===== src/rtl/multicycle_controller.sv =====
// Multicycle control FSM: fetch/decode/execute/memory/writeback sequencing, NZCV flag register,
// branch evaluation, memory-ready stalls with timeout, sticky error. Define PERF_CNT_EN for perf counters.
module multicycle_controller #(
  parameter int RDW         = 4,
  parameter int NFLAGS      = 4,
  parameter int MEM_TIMEOUT = 15,
  parameter int TOW         = 8
) (
  input  logic              clk,
  input  logic              reset,
  input  logic [5:0]        instr,
  input  logic [RDW-1:0]    rd,
  input  logic [NFLAGS-1:0] alu_flags,
  input  logic              mem_ready,
  output logic              ir_write,
  output logic              pc_write,
  output logic              adr_src,
  output logic              mem_read,
  output logic              mem_write,
  output logic              reg_write,
  output logic [1:0]        reg_src,
  output logic [1:0]        imm_src,
  output logic              alu_src,
  output logic [1:0]        alu_control,
  output logic [1:0]        result_src,
  output logic [NFLAGS-1:0] flags,
  output logic              err,
  output logic [3:0]        state_o
`ifdef PERF_CNT_EN
  ,
  output logic [31:0]       cycle_cnt,
  output logic [31:0]       retired_cnt
`endif
);

  typedef enum logic [3:0] {
    S_FETCH   = 4'd0,
    S_DECODE  = 4'd1,
    S_EXEC_D  = 4'd2,
    S_WB_D    = 4'd3,
    S_MEM_ADR = 4'd4,
    S_MEM_RD  = 4'd5,
    S_MEM_WB  = 4'd6,
    S_MEM_WR  = 4'd7,
    S_BRANCH  = 4'd8,
    S_ERROR   = 4'd9
  } state_t;

  localparam logic [TOW-1:0] LP_TIMEOUT = TOW'(MEM_TIMEOUT);

  state_t            r_state;
  logic [TOW-1:0]    r_cnt;
  logic [NFLAGS-1:0] r_flags;

  logic [1:0]        w_type;
  logic              w_ib;
  logic              w_load;
  logic [1:0]        w_op;
  logic [2:0]        w_cond;
  logic [TOW-1:0]    w_cnt_inc;
  logic [NFLAGS-1:0] w_flag_mask;
  logic              w_taken;
  state_t            w_done_state;

  assign w_type    = instr[5:4];
  assign w_ib      = instr[3];
  assign w_op      = instr[2:1];
  assign w_load    = instr[1];
  assign w_cond    = instr[2:0];
  assign w_cnt_inc = r_cnt + 1'b1;

  // AND/ORR leave C and V alone; N, Z and any extra bits always follow the ALU.
  always_comb begin
    w_flag_mask = '1;
    if (w_op[1]) w_flag_mask[1:0] = 2'b00;
  end

  // Conditions read the architectural flags, never the live ALU flags.
  always_comb begin
    w_taken = 1'b0;
    case (w_cond)
      3'b000:  w_taken = r_flags[2];
      3'b001:  w_taken = !r_flags[2];
      3'b010:  w_taken = (r_flags[3] != r_flags[0]);
      3'b011:  w_taken = !r_flags[2] && (r_flags[3] == r_flags[0]);
      3'b100:  w_taken = (r_flags[3] == r_flags[0]);
      3'b101:  w_taken = r_flags[2] || (r_flags[3] != r_flags[0]);
      3'b110:  w_taken = 1'b1;
      default: w_taken = 1'b0;
    endcase
  end

  always_comb begin
    w_done_state = S_FETCH;
    if (r_state == S_FETCH)  w_done_state = S_DECODE;
    if (r_state == S_MEM_RD) w_done_state = S_MEM_WB;
  end

  always_ff @(posedge clk or negedge reset) begin
    if (!reset) begin
      r_state <= S_FETCH;
      r_cnt   <= '0;
      r_flags <= '0;
    end else begin
      // NOTE: sequential state uses non-blocking assignments so every register samples pre-edge values.
      case (r_state)
        S_FETCH, S_MEM_RD, S_MEM_WR: begin
          if (mem_ready) begin
            r_cnt   <= '0;
            r_state <= w_done_state;
          end else if (w_cnt_inc == LP_TIMEOUT) begin
            r_cnt   <= '0;
            r_state <= S_ERROR;
          end else begin
            r_cnt   <= w_cnt_inc;
          end
        end
        S_DECODE: begin
          case (w_type)
            2'b00:   r_state <= S_EXEC_D;
            2'b01:   r_state <= S_MEM_ADR;
            2'b10:   r_state <= S_BRANCH;
            default: r_state <= S_ERROR;
          endcase
        end
        S_EXEC_D: begin
          r_flags <= (r_flags & ~w_flag_mask) | (alu_flags & w_flag_mask);
          r_state <= S_WB_D;
        end
        S_MEM_ADR: r_state <= w_load ? S_MEM_RD : S_MEM_WR;
        S_WB_D, S_MEM_WB, S_BRANCH: r_state <= S_FETCH;
        S_ERROR:   r_state <= S_ERROR;
        default:   r_state <= S_ERROR;
      endcase
    end
  end

  logic       w_ir_write, w_pc_write, w_adr_src, w_mem_read, w_mem_write, w_reg_write, w_alu_src;
  logic [1:0] w_reg_src, w_imm_src, w_alu_control, w_result_src;

  always_comb begin
    // NOTE: every decode output gets a default first so no latch is inferred on unlisted states.
    w_ir_write    = 1'b0;
    w_pc_write    = 1'b0;
    w_adr_src     = 1'b0;
    w_mem_read    = 1'b0;
    w_mem_write   = 1'b0;
    w_reg_write   = 1'b0;
    w_reg_src     = 2'b00;
    w_imm_src     = 2'b00;
    w_alu_src     = 1'b0;
    w_alu_control = 2'b00;
    w_result_src  = 2'b00;
    case (r_state)
      S_FETCH: begin
        w_mem_read = 1'b1;
        w_ir_write = mem_ready;
        w_pc_write = mem_ready;
      end
      S_DECODE: begin
        w_reg_src = {(w_type == 2'b01) && !w_load, w_type == 2'b10};
        w_imm_src = w_type;
      end
      S_EXEC_D: begin
        w_alu_src     = w_ib;
        w_alu_control = w_op;
      end
      S_WB_D:    w_reg_write = !(&rd);
      S_MEM_ADR: w_alu_src   = 1'b1;
      S_MEM_RD: begin
        w_adr_src  = 1'b1;
        w_mem_read = 1'b1;
      end
      S_MEM_WB: begin
        w_reg_write  = 1'b1;
        w_result_src = 2'b01;
      end
      S_MEM_WR: begin
        w_adr_src   = 1'b1;
        w_mem_write = 1'b1;
      end
      S_BRANCH: begin
        w_pc_write   = w_taken;
        w_reg_write  = w_taken && w_ib;
        w_result_src = w_ib ? 2'b10 : 2'b00;
      end
      default: ;
    endcase
  end

  // Enables are gated by reset so an access in flight drops the instant reset asserts.
  assign ir_write    = w_ir_write  & reset;
  assign pc_write    = w_pc_write  & reset;
  assign mem_read    = w_mem_read  & reset;
  assign mem_write   = w_mem_write & reset;
  assign reg_write   = w_reg_write & reset;
  assign adr_src     = w_adr_src;
  assign reg_src     = w_reg_src;
  assign imm_src     = w_imm_src;
  assign alu_src     = w_alu_src;
  assign alu_control = w_alu_control;
  assign result_src  = w_result_src;
  assign flags       = r_flags;
  assign err         = (r_state == S_ERROR);
  assign state_o     = r_state;

`ifdef PERF_CNT_EN
  logic [31:0] r_cycle_cnt;
  logic [31:0] r_retired_cnt;
  logic        w_retire;

  assign w_retire = (r_state == S_WB_D) || (r_state == S_MEM_WB) || (r_state == S_BRANCH) ||
                    ((r_state == S_MEM_WR) && mem_ready);

  always_ff @(posedge clk or negedge reset) begin
    if (!reset) begin
      r_cycle_cnt   <= '0;
      r_retired_cnt <= '0;
    end else begin
      if (r_state != S_ERROR) r_cycle_cnt <= r_cycle_cnt + 32'd1;
      if (w_retire)           r_retired_cnt <= r_retired_cnt + 32'd1;
    end
  end

  assign cycle_cnt   = r_cycle_cnt;
  assign retired_cnt = r_retired_cnt;
`endif

endmodule

===== config.mk =====
export PLATFORM = sky130hd
export DESIGN_NAME = multicycle_controller
export DESIGN_NICKNAME = d
export VERILOG_FILES = /design/src/rtl/multicycle_controller.sv
export SDC_FILE = /design/constraint.sdc
export NUM_CORES = 1
export LEC_CHECK = 0
export ABC_AREA = 1
export ABC_CLOCK_PERIOD_IN_PS = 2250
export CORE_ASPECT_RATIO = 1.4
export CORE_UTILIZATION = 30
export CTS_BUF_LIST = sky130_fd_sc_hd__clkbuf_16
export DETAILED_ROUTE_END_ITERATION = 10
export GPL_ROUTABILITY_DRIVEN = 0
export GPL_TIMING_DRIVEN = 0
export PLACE_DENSITY_LB_ADDON = 0.3
export SYNTH_ARGS = -nofsm -noshare
export SYNTH_HDL_FRONTEND = slang
export SYNTH_SLANG_ARGS = --single-unit

===== constraint.sdc =====
create_clock -name clk -period 2.25 [get_ports clk]
set_input_delay 0.225 -clock clk [delete_from_list [all_inputs] [get_ports clk]]
set_output_delay 0.225 -clock clk [all_outputs]
set_load 0.005 [all_outputs]

==> results of run 1 <==
[routing by layer]
metal	up-vias	wire length, microns
li1	667	-
met1	557	1266
met2	35	1782
met3	4	160
met4	0	41
met5	-	0
[cell usage after synthesis]
| master | count |
|---|---|
| nand3b_1 | 3 |
| nor3_4 | 1 |
| o21ai_0 | 6 |
| buf_4 | 1 |
| nor4_1 | 1 |
| inv_4 | 1 |
| dfrtp_1 | 16 |
| inv_1 | 29 |
| inv_2 | 2 |
| nor3_1 | 6 |
| buf_6 | 1 |
| nor2_2 | 6 |
| nand2_1 | 55 |
| nand3_4 | 1 |
| nand2_4 | 1 |
| nand4_1 | 5 |
| a21oi_1 | 5 |
| o22ai_1 | 2 |
| mux2_1 | 2 |
| xor2_1 | 2 |
| ha_1 | 2 |
| nor2_4 | 2 |
| nor2_1 | 18 |
| o21bai_1 | 1 |
| nand3_1 | 10 |
| nand2_2 | 4 |
[logic make-up after synthesis]
kind of cell / after synthesis / share of synthesized area
AOI/OAI and AO/OA: 14 / 0.06122
xor gates and xnor gates: 2 / 0.01429
adders and majority gates: 2 / 0.02040
buffers and inverters: 34 / 0.1153
DFF: 16 / 0.3265
muxes: 2 / 0.01837
and+or+nand+nor: 113 / 0.4439
[worst paths after layout]
kind,startpoint,endpoint
min in group asynchronous,reset,r_cnt[2]$_DFFE_PN0N_
max in group asynchronous,reset,state_o[3]$_DFFE_PN0P_
worst min register to register,flop,flop
worst max register to register,r_cnt[0]$_DFFE_PN0N_,state_o[0]$_DFFE_PN0P_
worst max-delay path,state_o[1]$_DFFE_PN0P_,reg_write
worst min-delay path,flop,flop
[worst max-delay path, stage by stage, from the launching register on]
cell and delay (ns):
dfrtp_2 0.47, nor2_2 0.18, nand2_1 0.13, nor3_2 0.17
nand2_1 0.08, a21oi_1 0.13, clkdlybuf4s50_1 0.51
[power groups by stage]
stage | Sequential, W | Combinational (W) | Clock, W
final | 0.000288 | 0.0000508 | 0.000355
after global routing | 0.000288 | 0.0000578 | 0.000370
after CTS | 0.000288 | 0.0000502 | 0.000363
after floorplan | 0.000293 | 0.0000110 | 0
after global placement | 0.000293 | 0.0000499 | 0
after detailed placement | 0.000293 | 0.0000504 | 0
[per-stage QoR]
| stage | cell area [sq um] | hold WS, ns | TNS, ns | instances |
|---|---|---|---|---|
| global route | 1787 | 0.5082 | 0 | 272 |
| CTS | 1777 | 0.1853 | 0 | 271 |
| finish | 1787 | 0.4917 | 0 | 272 |
| detailed placement | 1680 | 0.4844 | -1.194 | 266 |
| global placement | 1680 | 0.4811 | -1.082 | 266 |
| floorplan | 1226 | -0.07059 | 0 | 183 |
[final cells by class]
class / instances / area (sq um) / area share
Clock inverter: 1 / 3.754 / 0.002101
Timing Repair Buffer: 42 / 412.9 / 0.2311
Buffer: 2 / 18.77 / 0.01050
Clock buffer: 3 / 75.07 / 0.04202
Inverter: 32 / 122.6 / 0.06863
Tap cell: 43 / 53.80 / 0.03011
Multi-Input combinational cell: 133 / 694.4 / 0.3887
Sequential cell: 16 / 405.4 / 0.2269
[timing repair]
item,CTS,global route
setup endpoints to repair,6,7
hold buffers,0,1
pin swaps,1,0
endpoints found under the hold margin,0,16
resized for setup,4,6
buffers inserted,1,0
cloned,0,0
==> flow_metrics.env, run 1 <==
export IMPL_grt_max_degree=18
export IMPL_synthToLayoutAreaGrowth_pct=45.71
export IMPL_post_drt_wl_per_cell_microns=11.95
export IMPL_cts_buffer_depth=2
export IMPL_fmax_mhz=468.5
export IMPL_p_int_w=0.0005525
export IMPL_io_buffers=40
export IMPL_clk_pin_slew_ns=0.05
export IMPL_final_antenna_net_count=0
export IMPL_p_sw_w=0.0001417
export IMPL_fill_cells=424
export IMPL_leakagePower_nw=0.8934
export IMPL_power_frac_seq=0.415
export IMPL_place_hpwl_mm=2.519
export IMPL_synth_distinct_cells=26
export IMPL_tightest_slew_ns=0.7949
export IMPL_cp_required_ns=2.03
export IMPL_finalHoldViolCount=0
export IMPL_clock_latency_ns=0.25
export IMPL_nets=249
export IMPL_numCtsBuffers=3
export IMPL_met3_usage=0.03000
export IMPL_drt_iter0_markers=35
export IMPL_core_area_sq_um=3919
export IMPL_end_kind="output port"
export IMPL_grt_usage=0.1595
export IMPL_die_y_microns=77.65
export IMPL_place_ws_ns=-0.2992
export IMPL_arrival_ns=1.91
export IMPL_layout_common_cells="55 x nand2_1, 39 x clkdlybuf4s50_1, 28 x inv_1, 18 x nor2_1, 12 x dfrtp_1"
export IMPL_reg2regPathDepth=10
export IMPL_synth_top_area_frac=0.3265
export IMPL_clockPowerShare=0.512
export IMPL_status="finished, final reports clean"
export IMPL_io_pins=41
export IMPL_powerDensity_nw_per_um2=388.5
export IMPL_finalCriticalPeriod_ns=2.134
export IMPL_total_power_w=0.0006942
export IMPL_drive_gt1_frac=0.1354
export IMPL_cts_sinks=16
export IMPL_max_cap_violations=0
export IMPL_wl_mm=3.250
export IMPL_critPathKind="flop to output port"
export IMPL_grt_use_met1=0.1587
export IMPL_setup_viol=0
export IMPL_post_route_util=0.4559
export IMPL_synth_area_top_cells="dfrtp_1 33%, nand2_1 17%, inv_1 8.9%"
export IMPL_maxSlewHeadroom=0.4683
export IMPL_swShare=0.2041
export IMPL_finalWorstSetupSlack_ns=0.1156
export IMPL_htree_levels=1
export IMPL_hold_path_depth=1
export IMPL_gr_max_usage_layer="met2"
export IMPL_ys_ff_latch=16
export IMPL_slew_viol_final=0
export IMPL_met2_usage=0.3155
export IMPL_drtPass1Iterations=4
export IMPL_antenna_found_initial=0
export IMPL_overflow=0
export IMPL_syn_area_per_cell_sq_um=6.700
export IMPL_fin_crit_sh=0.9486
export IMPL_synth_seq_area_share=0.3265
export IMPL_vias=1263
export IMPL_yosysTopAreaCell="dfrtp_1"
export IMPL_die_area_sq_um=4350
export IMPL_min_path_type="flop to flop"
export IMPL_comb_power_share=0.073
export IMPL_vias_per_cell=4.643
export IMPL_rsz0062_at_grt="no"
export IMPL_synthCells=183
export IMPL_drc=0
export IMPL_irDropWorstVdd_mv=0.2976
export IMPL_grt_pass1_vias=1306
export IMPL_ys_warnings_count=0
export IMPL_layout_commonest_cell="nand2_1"
export IMPL_clock_skew_ns=0.0006620
export IMPL_diodes=0
export IMPL_cts_root_buf="clkbuf_16"
export IMPL_start_util=0.3129
export IMPL_r2r_setup_slack_ns=0.63
export IMPL_crit_path_start_kind="flop"
export IMPL_crit_path_max_fanout=7
export IMPL_post_synth_instance_area_sq_um=1226
export IMPL_rows=27
export IMPL_synth_fp_nets=202
export IMPL_cts_tree="yes"
export IMPL_chipWidth_microns=56.03
export IMPL_grt_pass1_wl_mm=5.540
(Power assumes the default switching activity.)
==> run 2: changes to the inputs <==
Settings changed: CAP_MARGIN set to 20.
==> results of run 2 <==
Same layout as run 1: the final DEF is identical, and so are final timing and power.
